### config.mk
export PLATFORM = sky130hd
export DESIGN_NAME = store_drain_buffer
export DESIGN_NICKNAME = d
export VERILOG_FILES = /design/src/rtl/store_drain_buffer.sv
export SDC_FILE = /design/constraint.sdc
export NUM_CORES = 1
export LEC_CHECK = 0
export BUFFER_PORTS_ARGS = -buffer_cell sky130_fd_sc_hd__buf_2
export CORE_MARGIN = 2
export CORE_UTILIZATION = 57
export DETAILED_ROUTE_END_ITERATION = 8
export MAX_ROUTING_LAYER = met4
export PLACE_DENSITY = 0.83
export SETUP_SLACK_MARGIN = 0.2
export SLEW_MARGIN = 20
export SYNTH_ARGS = -nofsm -noshare
export SYNTH_HDL_FRONTEND = slang
export SYNTH_SLANG_ARGS = --single-unit
### constraint.sdc
create_clock -name clk -period 7.9 [get_ports clk]
set_input_delay 1.185 -clock clk [delete_from_list [all_inputs] [get_ports clk]]
set_output_delay 1.185 -clock clk [all_outputs]
set_load 0.02 [all_outputs]
### src/rtl/store_drain_buffer.sv
// In-order committed-store buffer in front of a single-port dmem. Loads and
// store drains share the dmem port; a starvation counter forces drains under load pressure.
module store_drain_buffer #(
  parameter int DEPTH      = 4,
  parameter int MATCH_BITS = 6,
  parameter int STARVE_MAX = 8,
  parameter int ADDR_LEN   = 32,
  parameter int DATA_LEN   = 32
) (
  input  logic                clk,
  input  logic                reset,
  input  logic                push_valid,
  input  logic [ADDR_LEN-1:0] push_addr,
  input  logic [DATA_LEN-1:0] push_data,
  output logic                push_ready,
  input  logic                ld_valid,
  input  logic [ADDR_LEN-1:0] ld_addr,
  output logic                ld_ready,
  output logic [DATA_LEN-1:0] ld_data,
  output logic                ld_fwd,
  output logic                sb_empty,
  output logic [ADDR_LEN-1:0] dmem_addr,
  output logic [DATA_LEN-1:0] dmem_wdata,
  output logic                dmem_we,
  input  logic [DATA_LEN-1:0] dmem_rdata
);
  localparam int PTR_W = $clog2(DEPTH);
  localparam int CNT_W = $clog2(DEPTH + 1);
  localparam int ST_W  = $clog2(STARVE_MAX + 1);
  localparam logic [CNT_W-1:0] FULL_CNT   = CNT_W'(DEPTH);
  localparam logic [ST_W-1:0]  STARVE_TOP = ST_W'(STARVE_MAX);

  logic [ADDR_LEN-1:0] addr_q [DEPTH];
  logic [DATA_LEN-1:0] data_q [DEPTH];
  logic [PTR_W:0]      head_q, head_d, tail_q, tail_d;
  logic [CNT_W-1:0]    count_q, count_d;
  logic [ST_W-1:0]     starve_q, starve_d;

  logic [PTR_W-1:0]    head_idx, tail_idx, scan_idx;
  logic                force_drain, drain, push_fire;
  logic                fwd_hit;
  logic [DATA_LEN-1:0] fwd_data;

  assign head_idx    = head_q[PTR_W-1:0];
  assign tail_idx    = tail_q[PTR_W-1:0];
  assign sb_empty    = (head_q == tail_q);
  assign push_ready  = (count_q != FULL_CNT);
  assign push_fire   = push_valid & push_ready;
  assign force_drain = (starve_q == STARVE_TOP) & ~sb_empty;
  // Reset suppresses the write so a discarded store never reaches dmem.
  assign drain       = ~reset & (force_drain | (~ld_valid & ~sb_empty));

  assign ld_ready    = ~force_drain;
  assign dmem_we     = drain;
  assign dmem_addr   = drain ? addr_q[head_idx] : ld_addr;
  assign dmem_wdata  = data_q[head_idx];
  assign ld_fwd      = fwd_hit;
  assign ld_data     = fwd_hit ? fwd_data : dmem_rdata;

  // Scan oldest to youngest so the youngest matching entry overrides.
  always_comb begin
    fwd_hit  = 1'b0;
    fwd_data = '0;
    scan_idx = '0;
    for (int i = 0; i < DEPTH; i++) begin
      scan_idx = head_idx + PTR_W'(i);
      if ((CNT_W'(i) < count_q) &&
          (addr_q[scan_idx][MATCH_BITS-1:0] == ld_addr[MATCH_BITS-1:0])) begin
        fwd_hit  = 1'b1;
        fwd_data = data_q[scan_idx];
      end
    end
  end

  always_comb begin
    head_d   = head_q + (PTR_W + 1)'(drain);
    tail_d   = tail_q + (PTR_W + 1)'(push_fire);
    count_d  = count_q + CNT_W'(push_fire) - CNT_W'(drain);
    starve_d = starve_q;
    if (sb_empty || drain) begin
      starve_d = '0;
    end else if (ld_valid && (starve_q != STARVE_TOP)) begin
      starve_d = starve_q + ST_W'(1);
    end
  end

  always_ff @(posedge clk) begin
    if (reset) begin
      head_q   <= '0;
      tail_q   <= '0;
      count_q  <= '0;
      starve_q <= '0;
    end else begin
      head_q   <= head_d;
      tail_q   <= tail_d;
      count_q  <= count_d;
      starve_q <= starve_d;
    end
  end

  always_ff @(posedge clk) begin
    if (push_fire) begin
      addr_q[tail_idx] <= push_addr;
      data_q[tail_idx] <= push_data;
    end
  end
endmodule

# After elaboration in Yosys (flattened, before gate mapping)

Memories as Yosys holds them, arrays and structs flattened. A register that Yosys moved wholly into a read port is not among the register bits.
Cells that the tools add are included.

Flip-flop bits (word level): 13
Bits in writable memories: 256
Input bits: 132
Memories kept: 2

Memories:

| name   | depth | bits a word | read ports | clocked after memory_dff | write ports | line | source |
|---|---|---|---|---|---|---|---|
| addr_q | 4     | 32          | 4          | 1                        | 1           | 33   | `logic [ADDR_LEN-1:0] addr_q [DEPTH];` |
| data_q | 4     | 32          | 4          | 1                        | 1           | 34   | `logic [DATA_LEN-1:0] data_q [DEPTH];` |

Add/subtract/negate cells: 8
Order comparisons: 4
Equal/unequal tests: 8
Multiplexer cells: 14
Bitwise gates (word level): 9
Reduce and logical (&&, ||, !) cells: 7

Operator list:

| operator                                                                    | count |
|---|---|
| 32-bit 2-to-1 mux                                                           | 6 |
| 6-bit equality test                                                         | 4 |
| 3-bit by 1-bit adder with 3-bit output                                      | 3 |
| 1-bit by 3-bit less-than comparator with 1-bit output, first input constant | 2 |
| 2-bit by 3-bit less-than comparator with 1-bit output, first input constant | 2 |
| 1-bit 2-to-1 mux                                                            | 6 |
| 1-bit logical AND                                                           | 5 |
| 2-bit adder, second input constant                                          | 2 |
| 4-bit by 1-bit adder with 4-bit output, second input constant               | 1 |
| 1-bit AND                                                                   | 4 |
| 4-bit equality test, second input constant                                  | 1 |
| 2-bit 2-to-1 mux                                                            | 2 |
| 4-bit inequality test, second input constant                                | 1 |
| 1-bit NOT                                                                   | 4 |
| 3-bit equality test                                                         | 1 |
| 3-bit inequality test, second input constant                                | 1 |
| 3-bit by 1-bit subtractor with 3-bit output                                 | 1 |
| 2-bit by 1-bit adder with 2-bit output, second input constant               | 1 |
| 2-bit OR reduction                                                          | 1 |
| 1-bit logical OR                                                            | 1 |
| 1-bit OR                                                                    | 1 |

# Longest topological paths before layout

Gate-level depths: netlist of run 1.
An unclocked memory read counts as a cell.

Word-level depth: 8
Depth in mapped cells: 17

# Worst setup path after synthesis of run 1

OpenSTA, ideal clock, no wires.

Kind: in2reg
From: in push_valid
To: mem addr_q[2][0] (enable)
Setup time: 0.578 ns
Data arrival time: 6.019 ns
Required time: 7.322 ns
Slack: 1.303 ns
Stages: 2
Path buffers: 0
Cell sequence: nand2_1 -> nor3b_1

Longest elaborated chain between the ends: 3

RTL lines:

| what                                   | line | source |
|---|---|---|
| from (decl)                            | 12   | `input logic push_valid,` |
| 1-bit AND                              | 48   | `assign push_fire = push_valid & push_ready;` |
| 1-bit 2-to-1 mux                       | 102  | `if (push_fire) begin` |
| 1-bit 2-to-1 mux (not written as such) | 103  | `addr_q[tail_idx] <= push_addr;` |
| to (decl)                              | 33   |  |

Every way passes these cells.

# Worst setup path in the final report of run 1

From: reg head_q[0]
To: out ld_data[29]

Longest elaborated chain between the ends: 8

RTL lines:

| what                                                                | line | source |
|---|---|---|
| from (decl)                                                         | 35   | `logic [PTR_W:0] head_q, head_d, tail_q, tail_d;` |
| from (signal assigned)                                              | 89   | `head_q <= '0;` |
| from (signal assigned)                                              | 94   | `head_q <= head_d;` |
| 2-bit by 1-bit adder with 2-bit output                              | 66   | `scan_idx = head_idx + PTR_W'(i);` |
| memory read 4 x 32 bit                                              | n/a  |  |
| 6-bit equality test                                                 | 68   | `(addr_q[scan_idx][MATCH_BITS-1:0] == ld_addr[MATCH_BITS-1:0])) begin` |
| 1-bit logical AND                                                   | 67   | `if ((CNT_W'(i) < count_q) &&` |
| 32-bit 2-to-1 mux or 1-bit 2-to-1 mux (tied branches) (3 in series) | 67   |  |
| 32-bit 2-to-1 mux (*)                                               | 58   | `assign ld_data = fwd_hit ? fwd_data : dmem_rdata;` |
| to (decl)                                                           | 19   | `output logic [DATA_LEN-1:0] ld_data,` |

Mark *: on every way between the ends. The rest lies on a longest branch, timed or not.

==> impl_metrics.json, run 1 <==
{
  "final-hold-violation-count": 0,
  "reg2reg_depth": 14,
  "drt_wl_total_um": 31990,
  "ys_top_cells_by_area": "edfxtp_1 54%, mux2i_1 11%, mux4_2 9.4%",
  "yosysSeqAreaShare_pct": 55.47,
  "htreeDepth": 1,
  "synth_fp_nets": 1149,
  "slew_violations": 0,
  "cpPeakStageDelay_ns": 0.94,
  "grt_use_total_pct": 24.55,
  "num_rows": 58,
  "ys_seq_elements": 269,
  "drtPass1Iterations": 5,
  "max_slew_margin_pct": 23.44,
  "path_depth": 8,
  "ant_nets": 0,
  "crit_slowest_cell": "nor3_4",
  "r2r-start": "head_q[0]$_SDFF_PP0_",
  "place_area_um2": 15700,
  "die_width_um": 162.6,
  "drive_above_1_share_pct": 33.06,
  "boundaryPins": 233,
  "powerDensity_nw_per_um2": 236.7,
  "hp-class": "register to register",
  "max_freq_mhz": 157.8,
  "grt_pass1_vias": 9126,
  "worstSkewPairLatency_ns": 0.53,
  "grt_overflow": 0,
  "die_h_um": 162.6,
  "cp-endpoint": "ld_data[29]",
  "outcome": "finished, final reports clean",
  "fill_cells": 1844,
  "drc": 0,
  "reg2reg_to": "count_q[2]$_SDFF_PP0_",
  "num_vias": 9346,
  "skew_ns": 0.02036,
  "cts_root_buffer": "clkbuf_16",
  "period_share_pct": 80.19,
  "synth_warnings": 0,
  "critical_path.top_delay_family": "simple AND/OR/NAND/NOR gates",
  "worstPathRequired_ns": 6.71,
  "clk_pin_slew_ns": 0.06,
  "synth-main-ff-cell": "edfxtp_1",
  "grt_max_degree": 83,
  "syn_area_per_cell_um2": 14.24,
  "cts_tree": "done",
  "cp-end-kind": "primary output",
  "cts_buffer_depth": 3,
  "critPathKind": "register to primary output",
  "post_cts_buffers": 0,
  "antenna_found_initial": 3,
  "cts.sinks": 269,
  "crit_start": "head_q[0]$_SDFF_PP0_",
  "setup_viol": 0,
  "viasPerCell": 6.010,
  "syn_inst": 1006,
  "synth_top_area_share_pct": 53.65,
  "synth_edf_count": 256,
  "startpoint_type": "register",
  "cts_repair_resize_count": 0,
  "crit_chain": "buf_4, mux2_2, xnor2_1, or3_4, nor3_4, a211oi_1, o31ai_1, buf_2",
  "tns_ns": 0,
  "period_minus_slack_ns": 6.335,
  "maxCapViolations": 0,
  "ir_drop_mv": 0.1842,
  "core_area_um2": 24960,
  "p_leak_uw": 0.005473,
  "rsz0062_at_grt": "no",
  "hold_buffers": 0,
  "yosys.area.top_type": "edfxtp_1",
  "start_util_pct": 57.40,
  "async_flop_share_pct": 0,
  "grt_pass1_wl_um": 48890,
  "drt_iter0_markers": 656,
  "stdcell_area_um2": 16560,
  "cts_buffers": 28,
  "finalNetCount": 1346,
  "routabilityCongestion": 0.8123,
  "wire_per_inst_um": 20.57,
  "crit_fanout": 74,
  "die_area_um2": 26420,
  "worst_pin_slew_ns": 1.145,
  "synth.distinct_cells": 51,
  "synth_area_um2": 14330,
  "crit_buf_inv": 2,
  "dp_hpwl_um": 20950,
  "critPathArrivalTime_ns": 5.15,
  "r2r_slack_ns": 3.78,
  "syn2layout_area_growth_pct": 15.55,
  "numPortBuffers": 232
}
power breakdown:
group / switching, uW / internal [uW]
logic: 541 / 364
registers: 78.7 / 1720
clock network: 512 / 702
layout by cell type (no fill, tap or decap), types with 10 or more instances in the layout:
master / instances
nor3_1: 14
nand2b_1: 24
edfxtp_1: 256
nor2_1: 54
o31ai_1: 29
a211oi_1: 47
a32oi_1: 22
a21oi_1: 14
ha_1: 10
nand2_1: 48
mux2i_1: 162
dfxtp_1: 11
inv_1: 11
mux2_2: 40
mux4_2: 60
buf_4: 15
clkbuf_16: 29
buf_2: 232
nor2b_1: 28
xnor2_1: 27
sequential cells by signal (all words and copies together) (netlist names):
signal,cells
starve_q,4
head_q,3
addr_q,128
data_q,128
count_q,3
tail_q,3
layout make-up:
class,instances,area (um2),area share [%]
Multi-Input combinational cell,646,6013,36.32
Inverter,11,41.29,0.2494
Antenna cell,3,7.507,0.04534
Clock inverter,13,101.3,0.6121
Clock buffer,36,752.0,4.542
Sequential cell,269,7955,48.05
Timing Repair Buffer,247,1274,7.693
Tap cell,330,412.9,2.494
per-layer routing:
metal  part of all wire (%)  vias to the layer above  global-route usage [%]
met4                    2.6                        0                   7.361
met2                     51                      344                   41.37
met1                     40                     4576                   30.90
met3                    6.9                       62                   4.074
li1                       -                     4364                       -
met5                      0                        -                       -
logic make-up (layout without fill, tap and decap cells):
logic type,Yosys count,count (layout),synth area share [%]
buf+inv,91,307,3.047
simple gates,197,197,6.767
fa+ha+maj,11,11,1.013
other cells,0,3,0
flops,269,269,55.47
xor+xnor,35,35,2.139
compound gates,141,141,7.676
mux,262,262,23.89
cell usage after synthesis, types with 5 or more instances:
cell type,count
nand2b_1,24
buf_2,37
edfxtp_1,256
nor2_1,54
mux2i_1,162
dfxtp_1,13
nand3_1,9
a211oi_1,47
o211a_1,5
nand2_1,48
a32oi_1,22
a21oi_1,14
xor2_1,8
xnor2_1,27
o31ai_1,29
nor2b_1,28
mux4_2,60
nor3_1,16
ha_1,10
inv_1,11
clkbuf_1,29
mux2_2,40
buf_4,7
per-stage QoR:
stage / power, uW / hold slack, ns / worst slack, ns / instances / util [%]
after detailed placement: 2736 / 0.4597 / 2.085 / 1503 / 62.88
after global placement: 2708 / 0.4467 / 2.132 / 1503 / 62.88
final: 3919 / 0.4734 / 1.565 / 1555 / 66.32
after CTS: 3942 / 0.4749 / 1.513 / 1552 / 66.29
after floorplan: 2472 / 0.4297 / 1.303 / 1006 / -
after global routing: 4087 / 0.5026 / 1.290 / 1555 / 66.32
how the worst min path moves through the flow:
stage                                   startpoint                        to  slack (ns)  cells after the start
final                     starve_q[0]$_SDFFE_PP0P_  starve_q[0]$_SDFFE_PP0P_        0.47                      1
after global routing      starve_q[0]$_SDFFE_PP0P_  starve_q[0]$_SDFFE_PP0P_        0.50                      1
after CTS                 starve_q[0]$_SDFFE_PP0P_  starve_q[0]$_SDFFE_PP0P_        0.47                      1
after detailed placement  starve_q[0]$_SDFFE_PP0P_  starve_q[0]$_SDFFE_PP0P_        0.46                      1
after global placement    starve_q[0]$_SDFFE_PP0P_  starve_q[0]$_SDFFE_PP0P_        0.45                      1
after floorplan           starve_q[0]$_SDFFE_PP0P_  starve_q[0]$_SDFFE_PP0P_        0.43                      1
Power figures use the tool's default switching activity.
==> inputs of run 2 (changes only) <==
Clock period 7.9 ns to 6.1 ns, I/O delays scaled along.
==> impl_metrics.json, run 2 (synthesis results as in run 1) <==
{
  "die_area_um2": 26420,
  "clk_pin_slew_ns": 0.06,
  "startpoint_type": "register",
  "drt_iter0_markers": 692,
  "boundaryPins": 233,
  "wire_per_inst_um": 21.00,
  "cts_repair_resize_count": 0,
  "num_rows": 58,
  "finalNetCount": 1351,
  "grt_pass1_vias": 9482,
  "layout.cells.non_filler": 1567,
  "layout_common_cells": "256 x edfxtp_1, 232 x buf_2, 162 x mux2i_1",
  "antenna_found_initial": 9,
  "setup_viol": 0,
  "die_h_um": 162.6,
  "maxCapViolations": 0,
  "slew_violations": 0,
  "p_sw_uw": 1488,
  "rsz0062_at_grt": "no",
  "final_common_cell": "edfxtp_1",
  "placed_cells": 1509,
  "powerDensity_nw_per_um2": 314.7,
  "num_vias": 9529,
  "numPortBuffers": 232,
  "cts.sinks": 269,
  "grt_overflow": 0,
  "drt_wl_total_um": 32910,
  "drive_above_1_share_pct": 33.39,
  "reg2reg_depth": 14,
  "netSwitchingFraction_pct": 28.29,
  "crit_fanout": 55,
  "combinationalPowerShare_pct": 22.8,
  "cts_root_buffer": "clkbuf_16",
  "reg_top3": "addr_q (128), data_q (128), starve_q (4)",
  "post_cts_buffers": 0,
  "grt_use_total_pct": 25.49,
  "grt_max_degree": 94,
  "max_slew_margin_pct": 27.55,
  "worstSkewPairLatency_ns": 0.53,
  "core_area_um2": 24960,
  "tns_ns": 0,
  "max_freq_mhz": 189.9,
  "syn2layout_area_growth_pct": 16.66,
  "drtPass1Iterations": 5,
  "critPathKind": "register to primary output",
  "final-hold-violation-count": 0,
  "grt_pass1_wl_um": 50620,
  "cp-end-kind": "primary output",
  "ir_drop_mv": 0.3134,
  "seq_power_share_pct": 44.2,
  "cts_buffer_depth": 3,
  "die_width_um": 162.6,
  "skew_ns": 0.006931,
  "hp-class": "register to register",
  "viasPerCell": 6.081,
  "worst_pin_slew_ns": 1.086,
  "holdWs_ns": 0.4675,
  "hold_buffers": 0,
  "period_minus_slack_ns": 5.265,
  "cts_tree": "done",
  "power.share.clock_pct": 32.9,
  "postLayoutCoreUtil_pct": 66.96,
  "critPathArrivalTime_ns": 4.35,
  "drc": 0,
  "outcome": "finished, final reports clean",
  "hold_depth": 1,
  "p_leak_uw": 0.005540,
  "worstPathRequired_ns": 5.18,
  "dp_hpwl_um": 21380,
  "start_util_pct": 57.40,
  "period_share_pct": 86.32,
  "routabilityCongestion": 0.8303,
  "cts_buffers": 27,
  "internal_power_uw": 3772,
  "htreeDepth": 1,
  "ant_nets": 0
}
## run 2: changes by cell type in the layout (fill, tap and decap cells not counted), moves of 2 or more
cell | before | now
buf_4 | 15 | 21
diode_2 | 3 | 9
bufinv_16 | 1 | 6
clkbuf_16 | 29 | 27
clkinv_2 | 3 | 1
clkinv_4 | 2 | 0
nor3b_2 | 2 | 0
nor3b_4 | 0 | 2
## run 2: critical path: stages, from the launching register on
cell and delay, ns:
dfxtp_4 0.91, buf_4 0.54, mux4_2 0.40, xnor2_1 0.27
o21ai_2 0.27, nor3_4 0.18, buf_4 0.34, a211oi_1 0.13
o31ai_1 0.44, buf_2 0.25
## run 2: stage by stage
| stage | cell area (um2) | worst slack (ns) | power, uW |
|---|---|---|---|
| CTS | 16690 | 0.6748 | 5284 |
| detailed placement | 15760 | 1.233 | 3559 |
| finish | 16720 | 0.8345 | 5260 |
| global placement | 15760 | 1.296 | 3523 |
| floorplan | 14340 | 1.961 | 3191 |
| global route | 16720 | 0.5719 | 5471 |
## run 2: cell type report
type	count	area (um2)
Antenna cell	9	22.52
Clock buffer	34	701.9
Clock inverter	15	227.7
Fill cell	1773	8248
Inverter	11	41.29
Multi-Input combinational cell	646	6036
Sequential cell	269	7955
Tap cell	330	412.9
Timing Repair Buffer	253	1319
## run 2: power by group through the flow
| stage | clock network, uW | logic, uW | registers, uW |
|---|---|---|---|
| floorplan | 0 | 863 | 2330 |
| CTS | 1750 | 1200 | 2330 |
| finish | 1730 | 1200 | 2330 |
| detailed placement | 0 | 1200 | 2360 |
| global placement | 0 | 1170 | 2350 |
| global route | 1830 | 1300 | 2350 |
## run 2: routing by layer
layer / global-route usage (%) / up-vias / routed length (um) / part of all wire, %
li1: - / 4397 / - / -
met1: 31.13 / 4737 / 12970 / 39
met2: 42.79 / 343 / 16640 / 51
met3: 5.933 / 52 / 2652 / 8.1
met4: 7.482 / 0 / 648 / 2.0
met5: - / - / 0 / 0
## run 2: final timing paths
check / from / endpoint / slack (ns)
hold reg to reg: starve_q[0]$_SDFFE_PP0P_ / starve_q[0]$_SDFFE_PP0P_ / 0.47
hold / removal: starve_q[0]$_SDFFE_PP0P_ / starve_q[0]$_SDFFE_PP0P_ / 0.47
setup reg to reg: head_q[0]$_SDFF_PP0_ / count_q[2]$_SDFF_PP0_ / 2.41
setup / recovery: head_q[1]$_SDFF_PP0_ / ld_data[28] / 0.83
==> inputs of run 3 (changes only) <==
Settings changed: CORE_MARGIN 2 to default, SKIP_CTS_REPAIR_TIMING from default to 1.
==> impl_metrics.json, run 3 (synthesis results as in run 1) <==
{
  "outcome": "finished, final reports clean",
  "start_util_pct": 58.58,
  "worstSkewPairLatency_ns": 0.53,
  "period_minus_slack_ns": 5.379,
  "final_common_cell": "edfxtp_1",
  "antenna_found_initial": 9,
  "grt_use_total_pct": 26.59,
  "crit_chain": "buf_4, mux4_2, xnor2_1, nand4_1, a211o_1, nand2_1, o221a_2, o31ai_1, buf_2",
  "p_leak_uw": 0.005512,
  "critPathArrivalTime_ns": 4.46,
  "path_depth": 9,
  "crit_buf_inv": 2,
  "worstPathRequired_ns": 5.18,
  "period_share_pct": 88.18,
  "grt_max_degree": 124,
  "place_ws_ns": 1.336,
  "ir_drop_mv": 0.2928,
  "syn2layout_area_growth_pct": 16.20,
  "setup_ws_ns": 0.7213,
  "cts_buffers": 26,
  "drt_wl_total_um": 33330,
  "finalNetCount": 1345,
  "final-hold-violation-count": 0,
  "reg2reg_depth": 13,
  "grt_pass1_vias": 9630,
  "worst_pin_slew_ns": 1.100,
  "htreeDepth": 1,
  "clk_pin_slew_ns": 0.06,
  "hp-class": "register to register",
  "routabilityCongestion": 0.8563,
  "drive_above_1_share_pct": 33.25,
  "cts.sinks": 269,
  "num_vias": 9559,
  "reg_top3": "addr_q (128), data_q (128), starve_q (4)",
  "cpPeakStageDelay_ns": 0.78,
  "cp-end-kind": "primary output",
  "drt_iter0_markers": 729,
  "crit_slowest_cell": "a211o_1",
  "critical_path.top_delay_family": "compound AO/OA/AOI/OAI gates",
  "startpoint_type": "register",
  "max_freq_mhz": 185.9,
  "r2r_slack_ns": 1.83,
  "num_rows": 57,
  "drtPass1Iterations": 5,
  "crit_fanout": 36,
  "die_width_um": 160.6,
  "dp_hpwl_um": 20820,
  "grt_overflow": 0,
  "core_area_um2": 24460,
  "cts_tree": "done",
  "hold_depth": 1,
  "critPathKind": "register to primary output",
  "numPortBuffers": 232,
  "viasPerCell": 6.147,
  "die_h_um": 160.6,
  "cts_buffer_depth": 3,
  "wire_per_inst_um": 21.43,
  "cts_root_buffer": "clkbuf_16",
  "ant_nets": 0,
  "skew_ns": 0.01331,
  "grt_pass1_wl_um": 51620,
  "drc": 0,
  "maxCapViolations": 0,
  "slew_violations": 0,
  "max_slew_margin_pct": 26.65,
  "fill_cells": 1660,
  "powerDensity_nw_per_um2": 310.3,
  "rsz0062_at_grt": "no",
  "tns_ns": 0,
  "layout_common_cells": "256 x edfxtp_1, 232 x buf_2, 162 x mux2i_1",
  "setup_viol": 0,
  "boundaryPins": 233,
  "die_area_um2": 25780
}
[run 3: worst paths after layout]
kind,from,to
worst max register to register,head_q[0]$_SDFF_PP0_,count_q[2]$_SDFF_PP0_
worst max-delay path,head_q[1]$_SDFF_PP0_,ld_data[22]
worst min-delay path,starve_q[0]$_SDFFE_PP0P_,starve_q[0]$_SDFFE_PP0P_
worst min register to register,starve_q[0]$_SDFFE_PP0P_,starve_q[0]$_SDFFE_PP0P_
[run 3: worst register-to-register path, cell delays in order (launching register included)]
cell and delay [ns]:
dfxtp_4 0.70, buf_4 0.74, xor2_1 0.16, nor3_1 0.38, nor2_1 0.10, nand2_1 0.57
inv_1 0.32, ha_1 0.35, inv_1 0.05, ha_1 0.12, inv_1 0.05, fa_1 0.40
xnor2_1 0.16, nor2_1 0.05
[run 3: metrics by stage]
step | std cells | instance area, um2 | hold WS [ns] | total power [uW] | utilization [%]
after floorplan | 1006 | 14340 | 0.4297 | 3191 | -
after global placement | 1497 | 15720 | 0.4440 | 3518 | 64.26
after detailed placement | 1497 | 15720 | 0.4590 | 3556 | 64.28
after CTS | 1544 | 16600 | 0.4741 | 5185 | 67.85
after global routing | 1554 | 16650 | 0.4833 | 5361 | 68.05
final | 1555 | 16650 | 0.4672 | 5166 | 68.06
[run 3: where the power goes]
part / leakage (uW) / switching (uW) / internal, uW
sequential: 0.00245 / 101 / 2230
combinational: 0.00263 / 727 / 475
clock: 0.000430 / 665 / 969
[run 3: final cells by class]
class	instances	area, um2	share of cell area, %
clock inverter	13	141.4	0.8492
clock buffer	34	732.0	4.396
tap	324	405.4	2.435
antenna	10	25.02	0.1503
timing repair buffer	248	1314	7.891
sequential	269	7955	47.78
inverter	11	41.29	0.2480
multi-input combinational	646	6036	36.25
[run 3: per-layer routing]
metal	global-route usage (%)	vias to the layer above	routed length, um
met5	-	-	0
met4	9.307	0	714
met3	5.217	65	2688
met2	44.04	435	16660
met1	32.67	4690	13270
li1	-	4369	-
